==> config.mk <==
export PLATFORM = sky130hd
export DESIGN_NAME = instruction_fetch_unit
export DESIGN_NICKNAME = d
export VERILOG_FILES = /design/src/rtl/instruction_fetch_unit.sv
export SDC_FILE = /design/constraint.sdc
export NUM_CORES = 1
export LEC_CHECK = 0
export CELL_PAD_IN_SITES_DETAIL_PLACEMENT = 0
export CELL_PAD_IN_SITES_GLOBAL_PLACEMENT = 2
export CORE_MARGIN = 10
export CORE_UTILIZATION = 14
export CTS_BUF_LIST = sky130_fd_sc_hd__clkbuf_8 sky130_fd_sc_hd__clkbuf_16
export CTS_CLUSTER_SIZE = 12
export DETAILED_ROUTE_END_ITERATION = 8
export GPL_TIMING_DRIVEN = 0
export PLACE_DENSITY = 0.9
export SLEW_MARGIN = 20
export SYNTH_ARGS = -nofsm -noshare
export SYNTH_HDL_FRONTEND = slang
export SYNTH_SLANG_ARGS = --single-unit
==> constraint.sdc <==
create_clock -name clk -period 2.23 [get_ports clk]
set_input_delay 0.446 -clock clk [delete_from_list [all_inputs] [get_ports clk]]
set_output_delay 0.446 -clock clk [all_outputs]
set_load 0.02 [all_outputs]
==> src/rtl/instruction_fetch_unit.sv <==
// Instruction fetch unit: issues word-aligned fetch addresses, tracks one-cycle memory latency,
// and presents instructions to decode with stall replay and redirect squash.
// Optional performance counters are enabled by defining IFU_PERF_CNT_EN.
module instruction_fetch_unit #(
  parameter logic [31:0] RESET_PC   = 32'h0000_0000,
  parameter int unsigned IMEM_WORDS = 32
) (
  input  logic        clk,
  input  logic        rst,
  output logic [31:0] imem_addr,
  input  logic [31:0] imem_instruct,
  input  logic        stall,
  input  logic        redirect_valid,
  input  logic [31:0] redirect_addr,
  output logic        if_valid,
  output logic [31:0] if_instruct,
  output logic [31:0] if_pc
`ifdef IFU_PERF_CNT_EN
  ,
  output logic [31:0] fetch_count,
  output logic [31:0] stall_count
`endif
);

  localparam logic [31:0] Span = 32'(IMEM_WORDS * 4);

  logic [31:0] pc_q, pc_d;
  logic [31:0] resp_pc_q, resp_pc_d;
  logic        resp_valid_q, resp_valid_d;
  logic [31:0] redir_pc;
  logic        replay;

  // Aligned and folded into the memory range so imem_addr never leaves it.
  assign redir_pc = (redirect_addr & ~32'h3) % Span;
  assign replay   = resp_valid_q & stall;

  assign if_instruct = imem_instruct;
  assign if_pc       = resp_pc_q;
  assign if_valid    = rst & resp_valid_q & ~redirect_valid;

  always_comb begin
    imem_addr    = pc_q;
    pc_d         = pc_q;
    resp_pc_d    = resp_pc_q;
    resp_valid_d = resp_valid_q;
    if (!rst) begin
      imem_addr = RESET_PC;
    end else if (redirect_valid) begin
      imem_addr    = redir_pc;
      resp_pc_d    = redir_pc;
      resp_valid_d = 1'b1;
      pc_d         = (redir_pc + 32'd4) % Span;
    end else if (replay) begin
      // Re-read the held address so imem_instruct stays valid next cycle.
      imem_addr = resp_pc_q;
    end else begin
      imem_addr    = pc_q;
      resp_pc_d    = pc_q;
      resp_valid_d = 1'b1;
      pc_d         = (pc_q + 32'd4) % Span;
    end
  end

  always_ff @(posedge clk) begin
    if (!rst) begin
      pc_q         <= RESET_PC;
      resp_pc_q    <= RESET_PC;
      resp_valid_q <= 1'b0;
    end else begin
      pc_q         <= pc_d;
      resp_pc_q    <= resp_pc_d;
      resp_valid_q <= resp_valid_d;
    end
  end

`ifdef IFU_PERF_CNT_EN
  logic [31:0] fetch_count_q, stall_count_q;

  always_ff @(posedge clk) begin
    if (!rst) begin
      fetch_count_q <= '0;
      stall_count_q <= '0;
    end else begin
      if (if_valid && !stall) fetch_count_q <= fetch_count_q + 32'd1;
      if (if_valid && stall)  stall_count_q <= stall_count_q + 32'd1;
    end
  end

  assign fetch_count = fetch_count_q;
  assign stall_count = stall_count_q;
`endif

endmodule
**Word-level counts from Yosys, hierarchy flattened**

Cells that the tools add are included.

- Add/sub/neg operators: 2
- Equal/unequal tests: 1
- Mux-type cells: 7
- Bitwise operators: 4

Operator list:

| kind | count |
|---|---|
| 2-to-1 mux 32 bit | 3 |
| adder 7 x 3 -> 7 bit, second input constant | 2 |
| 2-to-1 mux 7 bit | 2 |
| AND 1 bit | 3 |
| 2-to-1 mux 1 bit | 2 |
| != test 2 bit, second input constant | 1 |
| inverter 1 bit | 1 |

- Register bits after elaboration: 40
- Input bits: 68
- Output and inout bits: 97
- Word-level logic and storage cells: 17

**Logic depth before layout (Yosys ltp)**

- Depth in word-level cells: 4
- Mapped depth: 6

**Worst setup path before layout**

No wires, ideal clock.

- Kind: input to output
- Start: input stall
- End: output imem_addr[2]
- Arrival: 1.493 ns
- Required time: 1.784 ns
- Setup slack: 0.291 ns
- Stages: 4
- Path through: buf_6 -> nand2_1 -> nand2_1 -> a311oi_1

- Word-level cells in the longest chain between the ends: 4

RTL lines:

| item | line | source |
|---|---|---|
| from (decl) | 12 | `input logic stall,` |
| AND 1 bit | 35 | `assign replay = resp_valid_q & stall;` |
| 2-to-1 mux 32 bit | 53 | `end else if (replay) begin` |
| 2-to-1 mux 32 bit | 48 | `end else if (redirect_valid) begin` |
| 2-to-1 mux 32 bit | -- |  |
| to (decl) | 10 | `output logic [31:0] imem_addr,` |

No other way between the ends.

**Worst setup path in the final report**

- Start: register resp_valid_q
- End: output imem_addr[6]

- Word-level cells in the longest chain between the ends: 4

RTL lines:

| item | line | source |
|---|---|---|
| from (decl) | 29 | `logic resp_valid_q, resp_valid_d;` |
| from (signal assigned) | 72 | `resp_valid_q <= resp_valid_d;` |
| AND 1 bit | 35 |  |
| 2-to-1 mux 32 bit | 53 |  |
| 2-to-1 mux 32 bit | 48 |  |
| 2-to-1 mux 32 bit | -- |  |

No other way between the ends.

==> flow_summary.toml <==
[synth]
syn_nets = 225
syn_area_um2 = 1580
synth_edf_count = 0
synthArstFlopShare_pct = 0
synthFlopType = "dfxtp_1"
synth_area_leaders = "dfxtp_1 48%, buf_4 15%, and2_1 11%"
ys_ff_latch = 38
ys_warn_count = 0
seq_area_frac_synth_pct = 48.3
synth.avg_cell_area_um2 = 10.1
ys_types = 29
postSynthCellCount = 156
synth_top_area_share_pct = 48.3
synthDominantAreaCellType = "dfxtp_1"

[pwr]
peakVddDrop_mv = 0.288
cellPowerDensity_nw_per_um2 = 604
p_leak_nw = 1.28

[status]
status = "completed"

[setup_path]
crit_arrival_ns = 1.71
critPathMaxStageDelay_ns = 0.34
crit_chain = "buf_6, nand2_4, mux2_2, o211a_1, dlygate4sd2_1"
crit_type = "reg -> out"
worstSetupEndpointType = "output pin"
cp_max_fo = 10
startpoint_type = "register"
path_buf_inv = 2
crit_family = "buffers and inverters"
crit_slowest_cell = "mux2_2"
crit_required_ns = 1.78

[layout]
final_common_cell = "clkdlybuf4s50_1"
final_cell_mix = "69 x clkdlybuf4s50_1, 38 x dfxtp_1, 37 x buf_4"
nets = 338
area_growth_pct = 81.7
layout.cells.non_filler = 410
n_antenna_cell = 0
design_area_um2 = 2860
layout-drive-gt1-share_pct = 30.7

[timing]
setup_viol = 0
slew_headroom_pct = 79.8
skew_ns = 0.00226
max_clock_freq_ghz = 0.463
hold_ws_ns = 0.461
final_max_slew_viol_count = 0
worst_pin_slew_ns = 0.303
worst_slack_ns = 0.0721
post-route-min-period_ns = 2.16
hold_viol_final = 0
fin_crit_sh_pct = 96.8

[route]
vias = 1457
routedWlPerCell_um = 14.5
finalWirelength_um = 5930
drtIter0Drc = 21
remaining_drc_errors = 0
dr.pass1.iters = 3
vias_per_cell = 3.55
ant_nets = 0

[global_routing]
globalRoute.totalOverflow = 0
grt_first_pass_wirelength_um = 9070
grt_start_max_net_pins = 13
grt_use_total_pct = 7.13
grt_pass1_vias = 1613
antenna_found_initial = 1

[floorplan]
pin_count = 165
initial_core_util_pct = 14.4
die_height_um = 126
dieWidth_um = 126
coreArea_um2 = 10900
rows = 38
die_area_um2 = 15900

[clock_network]
path_clk_slew_ns = 0.06
cts_root_buf = "clkbuf_16"
cts_tree = "yes"
worstSkewPairLatency_ns = 0.28
clkSinkCount = 38
h-tree-depth = 2
clock_path_buffers = 2
hold_buffers = 0
numCtsBuffers = 5

[placement]
dp_hpwl_um = 4760
place_area_um2 = 2790
dp.cells = 400
dp_slack_ns = -1.11
io_buffers = 104
globalplace.congestion = 0.682

[hold_path]
min_path_type = "in -> reg"

[run]
max_cap_violations = 0
==> synthesized netlist by cell type, types with 2 or more instances <==
cell,count
buf_2,2
mux2_2,4
inv_1,2
nand2b_1,2
or3_1,2
clkbuf_1,3
nor2_1,2
mux2i_1,2
buf_4,32
nand3_1,6
nand2_1,7
dfxtp_1,38
o211a_1,2
o21ai_0,5
and2_1,27
buf_6,2
a311oi_1,4
a21oi_1,3
==> metrics by stage <==
step	utilization [%]	TNS (ns)	total power, W
final	26.2	0	0.00173
after CTS	26.5	0	0.00176
after global placement	25.5	-34.75	0.00101
after detailed placement	25.5	-32.63	0.00101
after floorplan	-	0	0.000884
after global routing	26.2	-0.00772	0.00181
==> where the power goes <==
part	internal (W)	leakage, nW	switching (W)
sequential	0.000695	0.309	0.0000108
combinational	0.000152	0.896	0.000134
clock	0.000443	0.0729	0.000295
total	0.00129	1.28	0.000440
==> final cells by class <==
type / count / area [µm²]
fill: 1190 / 8070
timing repair buffer: 106 / 931
sequential: 38 / 761
multi-input combinational: 77 / 537
buffer: 39 / 300
tap: 140 / 175
clock buffer: 6 / 139
clock inverter: 2 / 12.5
inverter: 2 / 7.51
==> layer usage <==
layer / part of all wire [%] / track usage [%] / up-vias
li1: - / - / 710
met1: 37 / 7.07 / 653
met2: 45 / 10.8 / 84
met3: 17 / 6.12 / 8
met4: 1.3 / 2.41 / 2
met5: 0.24 / 0 / -
==> worst reg2reg max path, cell delays in order, from the launching register on <==
cell,delay (ns)
dfxtp_1,0.40
mux2_2,0.18
ha_1,0.21
nand2_1,0.08
or3_1,0.30
a311oi_1,0.26
==> cell families (layout without fill, tap and decap cells) <==
kind of cell,count (synthesis),count (layout),share of synthesized area [%]
compound gates,19,19,8.98
xor+xnor,2,2,1.11
fa+ha+maj,1,1,0.794
buf+inv,41,155,18.5
flops,38,38,48.3
mux,6,6,4.13
simple gates,49,49,18.2
==> sequential cells by signal, indices dropped and copies added, names as in the netlist <==
signal and cells:
resp_valid_q 1, pc_q 5, if_pc 32
==> repair_timing <==
item | CTS | global route
resized for setup | 115 | 13
pin swaps | 1 | 0
setup endpoints to repair | 33 | 11
setup buffers | 2 | 0
==> final timing paths <==
kind	startpoint	to	slack (ns)	depth (start not counted)
setup / recovery	resp_valid_q$_SDFFE_PN0P_	imem_addr[6]	0.07	5
hold / removal	rst	resp_valid_q$_SDFFE_PN0P_	0.46	2
setup reg to reg	pc_q[2]$_SDFFE_PN0P_	pc_q[6]$_SDFFE_PN0P_	0.70	5
hold reg to reg	if_pc[26]$_DFF_P_	if_pc[26]$_DFF_P_	0.48	1
(Power assumes the default switching activity.)
